$ cat config.mk
export PLATFORM = sky130hd
export DESIGN_NAME = conv_maxpool_2x2
export DESIGN_NICKNAME = d
export VERILOG_FILES = /design/src/rtl/conv_pkg.sv /design/src/rtl/pool_line_buffer.sv /design/src/rtl/conv_maxpool_2x2.sv
export SDC_FILE = /design/constraint.sdc
export NUM_CORES = 1
export LEC_CHECK = 0
export ABC_CLOCK_PERIOD_IN_PS = 7700
export BUFFER_PORTS_ARGS = -buffer_cell sky130_fd_sc_hd__clkbuf_2
export CAP_MARGIN = 20
export CORE_MARGIN = 3
export CORE_UTILIZATION = 50
export DETAILED_ROUTE_END_ITERATION = 10
export PLACE_DENSITY_LB_ADDON = 0.2
export SLEW_MARGIN = 25
export SYNTH_ARGS = -nofsm -noshare
export SYNTH_HDL_FRONTEND = slang
export SYNTH_SLANG_ARGS = --single-unit
$ cat constraint.sdc
create_clock -name clk -period 7.7 [get_ports clk]
set_input_delay 1.155 -clock clk [delete_from_list [all_inputs] [get_ports clk]]
set_output_delay 1.155 -clock clk [all_outputs]
set_load 0.05 [all_outputs]
$ cat src/rtl/conv_pkg.sv
`default_nettype none
// conv_pkg -- sizing helpers and a signed compare shared by the conv/pool stages.
// Rev 1.0
package conv_pkg;

  localparam int DEF_DATA_WIDTH  = 16;
  localparam int DEF_KERNEL_SIZE = 5;
  localparam int DEF_IMAGE_SIZE  = 28;

  // Widest operand signed_max accepts; narrower callers sign-extend into it.
  localparam int MAX_W = 64;

  function automatic int conv_size(input int image_size, input int kernel_size);
    return image_size - kernel_size + 1;
  endfunction

  function automatic int pool_size(input int csize);
    return csize / 2;
  endfunction

  function automatic int cnt_width(input int n);
    return (n > 1) ? $clog2(n) : 1;
  endfunction

  function automatic logic signed [MAX_W-1:0] signed_max(
    input logic signed [MAX_W-1:0] a,
    input logic signed [MAX_W-1:0] b
  );
    return (a >= b) ? a : b;
  endfunction

endpackage
`default_nettype wire

$ cat src/rtl/pool_line_buffer.sv
`default_nettype none
// pool_line_buffer -- half-row store of horizontal pair maxima; no reset.
// Rev 1.0
module pool_line_buffer
  import conv_pkg::*;
#(
  parameter int DATA_WIDTH = DEF_DATA_WIDTH,
  parameter int DEPTH      = 12,
  parameter int ADDR_W     = 4
) (
  input  logic                         clk,
  input  logic                         i_wr_en,
  input  logic [ADDR_W-1:0]            i_addr,
  input  logic signed [DATA_WIDTH-1:0] i_wr_data,
  output logic signed [DATA_WIDTH-1:0] o_rd_data
);

  logic signed [DATA_WIDTH-1:0] r_mem [DEPTH];

  always_ff @(posedge clk) begin
    if (i_wr_en) begin
      r_mem[i_addr] <= i_wr_data;
    end
  end

  assign o_rd_data = r_mem[i_addr];

endmodule
`default_nettype wire

$ cat src/rtl/conv_maxpool_2x2.sv
`default_nettype none
// conv_maxpool_2x2 -- on-the-fly 2x2 stride-2 max pool of a row-major conv stream.
// Rev 1.0
module conv_maxpool_2x2
  import conv_pkg::*;
#(
  parameter int DATA_WIDTH  = DEF_DATA_WIDTH,
  parameter int KERNEL_SIZE = DEF_KERNEL_SIZE,
  parameter int IMAGE_SIZE  = DEF_IMAGE_SIZE
) (
  input  logic                         clk,
  input  logic                         rstn,
  input  logic                         in_valid,
  input  logic signed [DATA_WIDTH-1:0] in_data,
  output logic                         out_valid,
  output logic signed [DATA_WIDTH-1:0] out_data,
  output logic                         frame_done
);

  localparam int CONV_SIZE = conv_size(IMAGE_SIZE, KERNEL_SIZE);
  localparam int POOL_SIZE = pool_size(CONV_SIZE);
  localparam int CNT_W     = cnt_width(CONV_SIZE);
  localparam int ADDR_W    = CNT_W - 1;
  localparam logic [CNT_W-1:0] C_LAST = CNT_W'(CONV_SIZE - 1);

  generate
    if ((CONV_SIZE % 2) != 0 || CONV_SIZE < 4) begin : g_bad_size
      $error("conv_maxpool_2x2: CONV_SIZE must be even and at least 4");
    end
  endgenerate

  function automatic logic signed [DATA_WIDTH-1:0] max_d(
    input logic signed [DATA_WIDTH-1:0] a,
    input logic signed [DATA_WIDTH-1:0] b
  );
    logic signed [MAX_W-1:0] w_a;
    logic signed [MAX_W-1:0] w_m;
    w_a = {{(MAX_W-DATA_WIDTH){a[DATA_WIDTH-1]}}, a};
    w_m = signed_max(w_a, {{(MAX_W-DATA_WIDTH){b[DATA_WIDTH-1]}}, b});
    return (w_m == w_a) ? a : b;
  endfunction

  logic [CNT_W-1:0]              r_col;
  logic [CNT_W-1:0]              r_row;
  logic signed [DATA_WIDTH-1:0]  r_h;
  logic                          r_out_valid;
  logic signed [DATA_WIDTH-1:0]  r_out_data;
  logic                          r_frame_done;

  logic signed [DATA_WIDTH-1:0]  w_pair;
  logic signed [DATA_WIDTH-1:0]  w_lb_rd;
  logic                          w_lb_we;
  logic [ADDR_W-1:0]             w_lb_addr;

  assign w_pair    = max_d(r_h, in_data);
  assign w_lb_we   = in_valid & r_col[0] & ~r_row[0];
  assign w_lb_addr = r_col[CNT_W-1:1];

  pool_line_buffer #(
    .DATA_WIDTH (DATA_WIDTH),
    .DEPTH      (POOL_SIZE),
    .ADDR_W     (ADDR_W)
  ) u_line_buf (
    .clk       (clk),
    .i_wr_en   (w_lb_we),
    .i_addr    (w_lb_addr),
    .i_wr_data (w_pair),
    .o_rd_data (w_lb_rd)
  );

  always_ff @(posedge clk or negedge rstn) begin
    if (!rstn) begin
      r_col        <= '0;
      r_row        <= '0;
      r_h          <= '0;
      r_out_valid  <= 1'b0;
      r_out_data   <= '0;
      r_frame_done <= 1'b0;
    end else begin
      r_out_valid  <= 1'b0;
      r_frame_done <= 1'b0;
      if (in_valid) begin
        if (!r_col[0]) begin
          r_h <= in_data;
        end else if (r_row[0]) begin
          // Fourth sample of the window: fold in the pair stored on the even row.
          r_out_data   <= max_d(w_lb_rd, w_pair);
          r_out_valid  <= 1'b1;
          r_frame_done <= (r_row == C_LAST) && (r_col == C_LAST);
        end
        if (r_col == C_LAST) begin
          r_col <= '0;
          r_row <= (r_row == C_LAST) ? '0 : r_row + CNT_W'(1);
        end else begin
          r_col <= r_col + CNT_W'(1);
        end
      end
    end
  end

  assign out_valid  = r_out_valid;
  assign out_data   = r_out_data;
  assign frame_done = r_frame_done;

endmodule
`default_nettype wire

; Yosys cells after proc, flatten, opt, wreduce, memory -nomap -nowiden
; Memories as Yosys holds them, arrays and structs flattened.
; Index checks and enable logic that the tools add are counted.
[op_classes]
order_cmp = 2
eq_ne = 4
bitwise = 4
mux = 14
add_sub_neg = 2
reduce_logical = 4
[op_table]
columns = op, n
row1 = 64-bit by 16-bit equality test with 1-bit output, 2
row2 = 64-bit two-way mux, 2
row3 = 16-bit greater-or-equal comparator, 2
row4 = 16-bit two-way mux, 2
row5 = 5-bit by 1-bit adder with 5-bit output (second input constant), 2
row6 = 5-bit equality test (second input constant), 2
row7 = 5-bit two-way mux, 2
row8 = 1-bit two-way mux, 8
row9 = 2-bit AND reduction, 2
row10 = 3-bit AND reduction, 1
row11 = 1-bit AND, 2
row12 = 1-bit NOT, 2
row13 = 1-bit logical AND, 1
[word_totals]
in_bits = 19
ramBits = 192
n_memories = 1
elab_cells = 37
output_inout_bits = 18
regBits = 44
[memory_table]
columns = name, depth, width, read_ports, rd_ports_with_merged_regs, wr, line_no
row1 = u_line_buf.r_mem, 12, 16, 1, 0, 1, pool_line_buffer.sv:18  ; logic signed [DATA_WIDTH-1:0] r_mem [DEPTH];

; Longest topological paths before layout
; Gate-level depths: netlist of the first run.
[depth]
word_depth = 8
depth_mapped = 25
mapped_depth_nobuf = 21

; By module
; A second synthesis of the first run with hierarchy kept.
[unflattened]
hier_cells = 842
hier_area_um2 = 11543.6
[by_module_without_submodules]
columns = module, cells_each, n_inst, area_per_inst_um2, seq_area_each_um2
row1 = pool_line_buffer, 381, 1, 7613.6, 5765.5
row2 = conv_maxpool_2x2, 461, 1, 3930.0, 1101.1

; Least setup slack after synthesis of the first run
; No wires, ideal clock.
[synth_timing]
kind = input port to flip-flop
start = input port in_data[15]
end = register r_out_data[4], in the netlist out_data[4]
setup_slack_ps = 1735
path_buffers = 3
stages = 23
arrival_ps = 5828
t_required_ps = 7564
setup_ps = 136
cell_sequence = inv_1 ha_1 nand4_4 nor4_1 nor2_1 nor3_1 nor2_2 clkbuf_1 o21ai_0 inv_1 ha_1 a21o_1 a21o_1 a21o_1 a21o_1 a21o_1 a21oi_1 o211a_1 o22a_1 buf_2 buf_2 mux2i_1 o21ai_0
[synth_between]
elab_chain_cells = 8
[synth_lines]
columns = element, line_no
row1 = from (decl), conv_maxpool_2x2.sv:14  ; input logic signed [DATA_WIDTH-1:0] in_data,
row2 = 16-bit greater-or-equal comparator, conv_pkg.sv:29  ; return (a >= b) ? a : b;
row3 = 64-bit two-way mux (*), conv_pkg.sv:29
row4 = 64-bit by 16-bit equality test with 1-bit output (*), conv_maxpool_2x2.sv:40  ; return (w_m == w_a) ? a : b;
row5 = 16-bit two-way mux (*), conv_maxpool_2x2.sv:40
row6 = named net u_line_buf.i_wr_data[8], pool_line_buffer.sv:14  ; input logic signed [DATA_WIDTH-1:0] i_wr_data,
row7 = 16-bit greater-or-equal comparator, conv_pkg.sv:29
row8 = 64-bit two-way mux (*), conv_pkg.sv:29
row9 = 64-bit by 16-bit equality test with 1-bit output (*), conv_maxpool_2x2.sv:40
row10 = 16-bit two-way mux (*), conv_maxpool_2x2.sv:40
row11 = to (signal assigned), conv_maxpool_2x2.sv:87  ; r_out_data <= max_d(w_lb_rd, w_pair);
row12 = to (decl), conv_maxpool_2x2.sv:47  ; logic signed [DATA_WIDTH-1:0] r_out_data;
; The timed path passes the listed nets; every way through them passes the cells marked *.
; A chain may end at the register's enable or synchronous reset.

; Final worst setup path of the first run
[layout_timing]
start = input port in_data[15]
end = register r_out_data[5], in the netlist out_data[5]
; The elaborated chain is that of the path after synthesis.

==> results.sh, run 1 <==
export IMPL_status="completed"
export IMPL_yosys_area_top_type="edfxtp_1"
export IMPL_power_density_mw_per_mm2=416
export IMPL_portBuffers=36
export IMPL_pwr_share_seq_pct=34.7
export IMPL_worst_endpoint_arrival_ps=6700
export IMPL_drc_errors=0
export IMPL_antenna_left=0
export IMPL_io_pins=37
export IMPL_syn_area_mm2=0.0112
export IMPL_reg2reg_setup_slack_ps=1740
export IMPL_ctsResizeCount=0
export IMPL_die_height_um=156
export IMPL_total_power_w=0.00525
export IMPL_die_w_um=156
export IMPL_timing_rr_end="out_data[5]$_DFFE_PN0P_"
export IMPL_hpwl_um=18700
export IMPL_layout_commonest_cell="edfxtp_1"
export IMPL_vias=6783
export IMPL_pwr_share_comb_pct=42.1
export IMPL_clockRootBuffer="clkbuf_16"
export IMPL_rsz0062_at_grt="no"
export IMPL_synthFlopType="edfxtp_1"
export IMPL_p_int_w=0.00319
export IMPL_r2r_start="r_h[15]$_DFFE_PN0P_"
export IMPL_crit_path_end_kind="flip-flop"
export IMPL_clk_pin_slew_worst_paths_ps=60
export IMPL_worstMarginPinSlew_ps=921
export IMPL_antenna_found_initial=0
export IMPL_crit_slowest_cell="ha_1"
export IMPL_std_cell_rows=54
export IMPL_die_area_mm2=0.0243
export IMPL_slew_viol_final=0
export IMPL_hold_path_startpoint="out_data[1]$_DFFE_PN0P_"
export IMPL_setup_tns_final_ps=0
export IMPL_fin_worst_skew_ps=21.2
export IMPL_avgViaCountPerCell=6.04
export IMPL_fill_cells=1734
export IMPL_yosysTopAreaCellShare_pct=51.3
export IMPL_synthMuxAreaShare_pct=12.0
export IMPL_grt_max_degree=35
export IMPL_nNetsFinal=874
export IMPL_area_growth_pct=12.4
export IMPL_synth_edff_count=192
export IMPL_grt_ovfl_total=0
export IMPL_max_slew_margin_pct=38.5
export IMPL_place_gp_congestion=0.923
export IMPL_cts_setup_buffers=0
export IMPL_cts_hold_buf=0
export IMPL_p_leak_nw=4.64
export IMPL_fmax_mhz=158
export IMPL_synth_xor_xnor_area_share_pct=2.57
export IMPL_yosys_area_share_adder_pct=3.56
export IMPL_path_class="input pin to flip-flop"
export IMPL_clock_sinks=236
export IMPL_cap_violations=0
export IMPL_hold_violations=0
export IMPL_place_area_mm2=0.0118
export IMPL_fin_area_mm2=0.0126
export IMPL_worst_path_max_fanout=17
export IMPL_vdd_drop_max_uv=202
export IMPL_holdPathStages=2
export IMPL_area_sequential_mm2=0.00687
export IMPL_yosys_area_share_simple_pct=7.24
export IMPL_switching_share_pct=39.3
export IMPL_p_sw_w=0.00206
export IMPL_synth_area_top_cells="edfxtp_1 (51%), dfrtp_1 (9.8%), mux4_2 (7.6%)"
export IMPL_holdPathEnd="out_data[1]$_DFFE_PN0P_"
export IMPL_multiInputGateArea_mm2=0.00403
export IMPL_n_antenna_cell=0
export IMPL_ys_seq_area_share_pct=61.1
export IMPL_syn_num_nets=823
export IMPL_power_frac_clock_pct=23.3
export IMPL_cts_max_level=1
export IMPL_clk_latency_ps=540
export IMPL_drt_iter0_markers=519
export IMPL_cp_required_ps=8090
export IMPL_cts_buffer_depth=3
export IMPL_synthDistinctLibCells=73
export IMPL_wire_per_inst_um=24.2
export IMPL_critPathMaxStageDelay_ps=650
export IMPL_rr_worst_depth=19
export IMPL_grt_pass1_vias=6953
export IMPL_track_usage_pct=22.5
export IMPL_dr_pass1_iters=4
export IMPL_grt_first_pass_wirelength_um=41400
export IMPL_hold_class="flip-flop to flip-flop"
export IMPL_fin_crit_sh_pct=82.0
export IMPL_cp_num_buf_inv=3
export IMPL_crit_path_cell_trace="clkbuf_2 -> inv_1 -> ha_1 -> nand4_4 -> nor2_1 -> a221o_1 -> nor3_1 -> nor2_2 -> mux2_2 -> inv_1 -> ha_1 -> a21o_1 -> a21o_1 -> a21o_1 -> a21o_1 -> a21o_1 -> a21oi_1 -> o211a_1 -> o22a_1 -> and3_1 -> a211oi_2"
export IMPL_synth_async_reset_ratio_pct=18.6
export IMPL_cp_depth=21
export IMPL_drive_gt1_share_pct=22.9
export IMPL_final_util_pct=57.5
export IMPL_syn_instance_count=772
export IMPL_synth_top_family_by_area="multiplexers"
export IMPL_initial_core_util_pct=51.2
export IMPL_synth_compound_area_share_pct=10.3
export IMPL_crit_family="compound AO/OA/AOI/OAI gates"
export IMPL_numCtsBuffers=26
export IMPL_synth_seq_cells=236
export IMPL_syn_avg_cell_area_um2=14.6
export IMPL_setup_viol=0
export IMPL_start_kind="input pin"
export IMPL_fin_crit_ps=6310
export IMPL_core_region_area_mm2=0.0220
export IMPL_layout_common_cells="edfxtp_1 (192), nand2_1 (43), dfrtp_1 (42), inv_1 (41), o21ai_0 (39)"
export IMPL_cts_tree="yes"
export IMPL_path_common_cell="a21o_1"
export IMPL_ys_warn_count=0
export IMPL_drt_total_wl_um=27200
state kept, by name (all words and copies together) (netlist names):
register          count
frame_done            1
out_data             16
out_valid             1
r_col                 5
r_h                  16
r_row                 5
u_line_buf.r_mem    192
cell families (layout without fill, tap and decap cells):
kind of cell,count (synthesis),in the layout
AOI/OAI and AO/OA,149,149
xor gates and xnor gates,33,33
adders and majority gates,32,32
buffers and inverters,79,150
DFF,236,236
muxes,85,85
and+or+nand+nor,158,158
layer usage:
metal,vias to the layer above,share of wire [%],GRT usage (%),wire [um]
li1,3092,-,-,-
met1,3440,44,32.0,12100
met2,195,48,36.3,13000
met3,56,4.8,2.83,1310
met4,0,3.1,7.40,836
met5,-,0,0,0
power by group through the flow:
stage | registers [W] | clock network, W | logic, W
floorplan | 0.00186 | 0 | 0.00156
detailed placement | 0.00185 | 0 | 0.00219
global route | 0.00185 | 0.00130 | 0.00238
global placement | 0.00184 | 0 | 0.00217
CTS | 0.00182 | 0.00125 | 0.00220
finish | 0.00182 | 0.00122 | 0.00221
synthesized netlist by cell type (all sizes together) (5+ instances only):
cell type	count
inv	43
and2	6
a211oi	28
a21oi	21
clkbuf	17
ha	32
nand3	12
a21o	9
nor2	38
xor2	20
xnor2	13
a22oi	5
mux4	38
o21ai	40
nand2b	5
nor4	8
nand4	12
mux2	15
a22o	6
edfxtp	192
nor3	14
mux2i	32
nand2	44
dfrtp	44
buf	19
final cells by class:
type	instances	share of cell area (%)
Clock inverter	13	1.20
Timing Repair Buffer	59	2.79
Sequential cell	236	54.4
Tap cell	280	2.77
Clock buffer	35	5.66
Multi-Input combinational cell	457	31.9
Inverter	43	1.28
worst min-delay path, stage by stage, from the launching register on:
cell     delay [ps]
dfrtp_1         340
nand2_1          40
o21ai_0          60
stage by stage:
step	hold slack (ps)	setup WS [ps]	instances
detailed placement	470	949	1075
finish	474	1390	1123
global placement	465	1070	1075
CTS	482	1480	1123
floorplan	482	1740	772
global route	514	1010	1123
worst max path at each step:
stage	startpoint	endpoint	slack, ps
2_1_floorplan	in_data[15]	out_data[4]$_DFFE_PN0P_	1740
3_3_place_gp	in_data[15]	out_data[12]$_DFFE_PN0P_	1070
3_5_place_dp	in_data[15]	out_data[5]$_DFFE_PN0P_	950
4_1_cts	in_data[15]	out_data[15]$_DFFE_PN0P_	1480
5_1_grt	in_data[15]	out_data[15]$_DFFE_PN0P_	1010
6_report	in_data[15]	out_data[5]$_DFFE_PN0P_	1390
Note: power is estimated with default switching activity, not from simulation.
==> run 2: changes to the inputs <==
- ABC_CLOCK_PERIOD_IN_PS: 7700 -> 5800
- clock period: 7.7 -> 5.8 ns (I/O delays scaled with it)
==> run 2 against run 1 <==
  * Setup slack worse by 960 ps
  * Critical path depth stayed put
  * Clock skew decreased by 9.4 ps
  * Cell count rose by 1.2%
  * Sequential power up 34%
  * Clock power rose by 33%
  * Count of clock-buffer cells in the layout is the same
  * First-iteration DRC count increased by 13%
  * Register-to-register slack got worse by 1200 ps
  * Via count grew 3.5%
  * Flip-flop and latch count did not move
  * Critical path type unchanged
  * Critical endpoint unchanged
  * Largest power group unchanged
==> results.sh, run 2 (same netlist as run 1, synthesis figures left out) <==
export IMPL_layout_common_cells="edfxtp_1 (192), nand2_1 (43), dfrtp_1 (42), inv_1 (41), o21ai_0 (39)"
export IMPL_portBuffers=36
export IMPL_worst_path_max_fanout=13
export IMPL_rr_worst_depth=19
export IMPL_numCtsBuffers=26
export IMPL_grt_ovfl_total=0
export IMPL_p_leak_nw=4.73
export IMPL_io_pins=37
export IMPL_timing_rr_end="out_data[5]$_DFFE_PN0P_"
export IMPL_path_class="input pin to flip-flop"
export IMPL_n_antenna_cell=0
export IMPL_cts_tree="yes"
export IMPL_worst_endpoint_arrival_ps=5750
export IMPL_fin_crit_sh_pct=92.7
export IMPL_hold_class="input pin to asynchronous set/reset pin"
export IMPL_largest_reg_flops=192
export IMPL_track_usage_pct=22.5
export IMPL_start_kind="input pin"
export IMPL_cts_hold_buf=0
export IMPL_fmax_mhz=186
export IMPL_clock_sinks=236
export IMPL_power_density_mw_per_mm2=552
export IMPL_antenna_left=0
export IMPL_drc_errors=0
export IMPL_layout_commonest_cell="edfxtp_1"
export IMPL_rsz0062_at_grt="no"
export IMPL_dr_pass1_iters=5
export IMPL_reg2reg_setup_slack_ps=550
export IMPL_grt_max_degree=36
export IMPL_r2r_start="r_h[1]$_DFFE_PN0P_"
export IMPL_drt_total_wl_um=27400
export IMPL_critPathLaunch="in_data[11]"
export IMPL_slew_viol_final=0
export IMPL_area_growth_pct=13.3
export IMPL_setup_viol=0
export IMPL_core_region_area_mm2=0.0220
export IMPL_die_w_um=156
export IMPL_die_area_mm2=0.0243
export IMPL_max_flop_register="u_line_buf.r_mem"
export IMPL_cp_num_buf_inv=3
export IMPL_die_height_um=156
export IMPL_cts_setup_buffers=0
export IMPL_max_slew_margin_pct=38.2
export IMPL_crit_slowest_cell="and3_1"
export IMPL_nNetsFinal=888
export IMPL_grt_first_pass_wirelength_um=41700
export IMPL_critPathMaxStageDelay_ps=570
export IMPL_antenna_found_initial=0
export IMPL_status="completed"
export IMPL_vias=7021
export IMPL_hold_violations=0
export IMPL_drive_gt1_share_pct=24.2
export IMPL_hpwl_um=18700
export IMPL_crit_family="compound AO/OA/AOI/OAI gates"
export IMPL_avgViaCountPerCell=6.18
export IMPL_clockRootBuffer="clkbuf_16"
export IMPL_final_util_pct=58.0
export IMPL_cp_required_ps=6170
export IMPL_wire_per_inst_um=24.1
export IMPL_cts_buffer_depth=3
export IMPL_clk_pin_slew_worst_paths_ps=60
export IMPL_drt_iter0_markers=585
export IMPL_vdd_drop_max_uv=283
export IMPL_grt_pass1_vias=7102
export IMPL_ctsResizeCount=0
export IMPL_cap_violations=0
export IMPL_cts_max_level=1
export IMPL_std_cell_rows=54
export IMPL_worstMarginPinSlew_ps=918
export IMPL_crit_path_end_kind="flip-flop"
export IMPL_crit_path_cell_trace="clkbuf_2 -> inv_1 -> ha_1 -> a21oi_1 -> o21ai_0 -> a221oi_4 -> a21boi_0 -> nor2_2 -> mux2_2 -> inv_1 -> ha_1 -> a21oi_1 -> a21boi_0 -> o21ai_0 -> nand2b_1 -> a21oi_1 -> a21boi_0 -> o211a_1 -> o22a_1 -> and3_1 -> a211oi_2"
export IMPL_fin_crit_ps=5370
export IMPL_initial_core_util_pct=51.2
export IMPL_fin_worst_skew_ps=11.8
export IMPL_clk_latency_ps=520
export IMPL_place_gp_congestion=0.960
export IMPL_total_power_w=0.00703
-- run 2: cell count changes in the layout (fill, tap and decap cells not counted), sizes merged --
| cell | before | now |
|---|---|---|
| buf | 23 | 37 |
| clkinvlp | 4 | 0 |
| clkinv | 7 | 9 |
| inv | 43 | 45 |
-- run 2: cell type report --
type | count | area (um2)
flip-flops and latches | 236 | 6870
well taps | 280 | 350
fillers | 1667 | 9220
clock buffers | 35 | 726
clock inverters | 13 | 126
repair buffers | 73 | 470
multi-input cells | 457 | 4030
inverters | 43 | 161
-- run 2: power breakdown --
group,internal [W],total (W),switching (W)
sequential,0.00217,0.00243,0.000255
combinational,0.00115,0.00299,0.00184
clock,0.000970,0.00162,0.000647
total,0.00429,0.00703,0.00274
-- run 2: how the worst max path moves through the flow --
stage	end	slack, ps	cells after the start
floorplan	out_data[4]$_DFFE_PN0P_	120	23
global placement	out_data[8]$_DFFE_PN0P_	150	21
detailed placement	out_data[5]$_DFFE_PN0P_	-40	21
CTS	out_data[5]$_DFFE_PN0P_	500	21
global route	out_data[9]$_DFFE_PN0P_	180	21
finish	out_data[5]$_DFFE_PN0P_	430	21
-- run 2: per-stage QoR --
| stage | hold slack (ps) | instance area [um2] | setup slack, ps | std cells | TNS, ps |
|---|---|---|---|---|---|
| after floorplan | 482 | 11200 | 120 | 772 | 0 |
| after global placement | 470 | 11900 | 148 | 1089 | 0 |
| after detailed placement | 482 | 11900 | -36.0 | 1089 | -235 |
| after CTS | 265 | 12700 | 499 | 1137 | 0 |
| after global routing | 281 | 12700 | 176 | 1137 | 0 |
| final | 273 | 12700 | 426 | 1137 | 0 |
-- run 2: routing by layer --
metal	track usage, %	vias to the layer above	routed length [um]	part of all wire, %
li1	-	3123	-	-
met1	31.7	3564	11800	43
met2	35.5	272	12800	47
met3	4.41	62	1830	6.7
met4	7.61	0	957	3.5
met5	0	-	0	0
==> run 3: changes to the inputs <==
==> constraint.sdc (replaced) <==
create_clock -name clk -period 5.8 [get_ports clk]
set_input_delay 1.16 -clock clk [delete_from_list [all_inputs] [get_ports clk]]
set_output_delay 1.16 -clock clk [all_outputs]
set_load 0.05 [all_outputs]
==> run 3 against run 2 <==
  * Critical path depth unchanged
  * Non-clock buffer count is 12 higher
  * Register-to-register slack improved by 120 ps
  * Cell count rose by 0.79%
  * Critical path type unchanged
  * Largest cell class unchanged
  * Largest power group unchanged
  * Highest routed layer unchanged
==> results.sh, run 3 (same netlist as run 1, synthesis figures left out) <==
export IMPL_wire_per_inst_um=24.0
export IMPL_multiInputGateArea_mm2=0.00403
export IMPL_clk_pin_slew_worst_paths_ps=60
export IMPL_max_slew_margin_pct=39.5
export IMPL_clock_sinks=236
export IMPL_cp_required_ps=6200
export IMPL_n_antenna_cell=0
export IMPL_dr_pass1_iters=5
export IMPL_clk_latency_ps=540
export IMPL_antenna_left=0
export IMPL_track_usage_pct=22.8
export IMPL_hpwl_um=19500
export IMPL_grt_max_degree=37
export IMPL_antenna_found_initial=0
export IMPL_power_frac_clock_pct=22.8
export IMPL_fmax_mhz=184
export IMPL_worst_path_max_fanout=10
export IMPL_cts_buffer_depth=3
export IMPL_std_cell_rows=54
export IMPL_max_flop_register="u_line_buf.r_mem"
export IMPL_portBuffers=36
export IMPL_setup_viol=0
export IMPL_initial_core_util_pct=51.2
export IMPL_fin_worst_skew_ps=9.08
export IMPL_ctsResizeCount=0
export IMPL_fin_crit_ps=5440
export IMPL_drt_total_wl_um=27500
export IMPL_pwr_share_comb_pct=43.3
export IMPL_switching_share_pct=39.3
export IMPL_dp_cells=1101
export IMPL_area_growth_pct=14.0
export IMPL_cts_setup_buffers=0
export IMPL_nNetsFinal=900
export IMPL_largest_reg_flops=192
export IMPL_worst_endpoint_arrival_ps=5840
export IMPL_rsz0062_at_grt="no"
export IMPL_die_area_mm2=0.0243
export IMPL_fin_cells=1146
export IMPL_crit_path_end_kind="flip-flop"
export IMPL_layout_commonest_cell="edfxtp_1"
export IMPL_avgViaCountPerCell=6.10
export IMPL_place_gp_congestion=0.983
export IMPL_cts_max_level=1
export IMPL_core_region_area_mm2=0.0220
export IMPL_die_height_um=156
export IMPL_hold_violations=0
export IMPL_cts_tree="yes"
export IMPL_path_class="input pin to flip-flop"
export IMPL_start_kind="input pin"
export IMPL_layout_common_cells="edfxtp_1 (192), buf_4 (49), nand2_1 (43), dfrtp_1 (42), inv_1 (41)"
export IMPL_setup_ws_ps=362
export IMPL_hold_class="input pin to asynchronous set/reset pin"
export IMPL_pwr_share_seq_pct=33.9
export IMPL_grt_ovfl_total=0
export IMPL_post_place_ws_ps=-10.9
export IMPL_area_sequential_mm2=0.00687
export IMPL_p_int_w=0.00432
export IMPL_grt_first_pass_wirelength_um=42100
export IMPL_numCtsBuffers=26
export IMPL_cap_violations=0
export IMPL_status="completed"
export IMPL_power_density_mw_per_mm2=555
export IMPL_vdd_drop_max_uv=279
export IMPL_drive_gt1_share_pct=25.1
export IMPL_drc_errors=0
export IMPL_clockRootBuffer="clkbuf_16"
export IMPL_worstMarginPinSlew_ps=905
export IMPL_slew_viol_final=0
export IMPL_die_w_um=156
export IMPL_grt_pass1_vias=7104
export IMPL_fin_crit_sh_pct=93.8
export IMPL_p_sw_w=0.00279
export IMPL_p_leak_nw=4.78
export IMPL_cts_hold_buf=0
export IMPL_io_pins=37
export IMPL_vias=6989
export IMPL_fill_cells=1755
export IMPL_drt_iter0_markers=561
[run 3: cell types whose count changed in the layout (fill, tap and decap cells not counted)]
cell,delta
inv_6,-1
clkbuf_8,-1
clkinv_1,+4
o21ai_1,+1
clkbuf_16,-1
clkinv_4,-1
bufinv_16,+1
clkbuf_1,-5
clkinv_16,+1
buf_12,-1
o21ai_0,-1
buf_4,+13
[run 3: layer usage]
| metal | routed length (um) | part of all wire [%] | global-route usage [%] |
|---|---|---|---|
| met5 | 0 | 0 | 0 |
| met4 | 1120 | 4.1 | 7.61 |
| met3 | 1420 | 5.2 | 2.77 |
| met2 | 12900 | 47 | 36.8 |
| met1 | 12100 | 44 | 32.5 |
[run 3: area by class of cell]
| type | count | area share (%) |
|---|---|---|
| clock buffers | 28 | 5.21 |
| clock inverters | 17 | 1.43 |
| inverters | 43 | 1.26 |
| multi-input cells | 457 | 31.5 |
| flip-flops and latches | 236 | 53.6 |
| well taps | 280 | 2.73 |
| repair buffers | 85 | 4.28 |
[run 3: worst max-delay path, cell delays in order]
cell and delay [ps]:
clkbuf_2 120, inv_1 80, ha_1 320, a41oi_1 210
o21ai_0 210, a221oi_4 320, a21boi_0 180, nor2_2 290
buf_4 210, mux2_2 350, inv_1 110, ha_1 260
a21boi_0 130, o21ai_0 230, nand2b_1 100, a21oi_1 180
a21boi_0 280, o211a_1 230, o22a_1 150, and3_1 550
a211oi_2 160
[run 3: stage by stage]
stage | instance area (um2) | hold WS [ps] | util (%) | power [W] | TNS (ps)
floorplan | 11200 | 482 | - | 0.00454 | 0
global placement | 12000 | 462 | 54.5 | 0.00543 | 0
detailed placement | 12000 | 472 | 54.5 | 0.00549 | -33.1
CTS | 12800 | 477 | 58.4 | 0.00713 | 0
global route | 12800 | 485 | 58.4 | 0.00747 | 0
finish | 12800 | 480 | 58.4 | 0.00711 | 0
[run 3: final timing paths]
path,from,endpoint,slack [ps],cells past startpoint
worst max-delay path,in_data[5],out_data[9]$_DFFE_PN0P_,360,21
worst min-delay path,rstn,r_h[2]$_DFFE_PN0P_,480,1
worst max register to register,r_h[11]$_DFFE_PN0P_,out_data[9]$_DFFE_PN0P_,670,19
worst min register to register,out_data[1]$_DFFE_PN0P_,out_data[1]$_DFFE_PN0P_,480,2
max in group asynchronous,rstn,r_col[1]$_DFFE_PN0P_,4540,2
min in group clk,out_data[1]$_DFFE_PN0P_,out_data[1]$_DFFE_PN0P_,480,2
[run 3: power groups by stage]
stage | Clock (W) | Sequential, W | Combinational [W]
after floorplan | 0 | 0.00247 | 0.00207
after global placement | 0 | 0.00243 | 0.00300
after detailed placement | 0 | 0.00245 | 0.00304
after CTS | 0.00165 | 0.00241 | 0.00307
after global routing | 0.00172 | 0.00244 | 0.00332
final | 0.00162 | 0.00241 | 0.00308
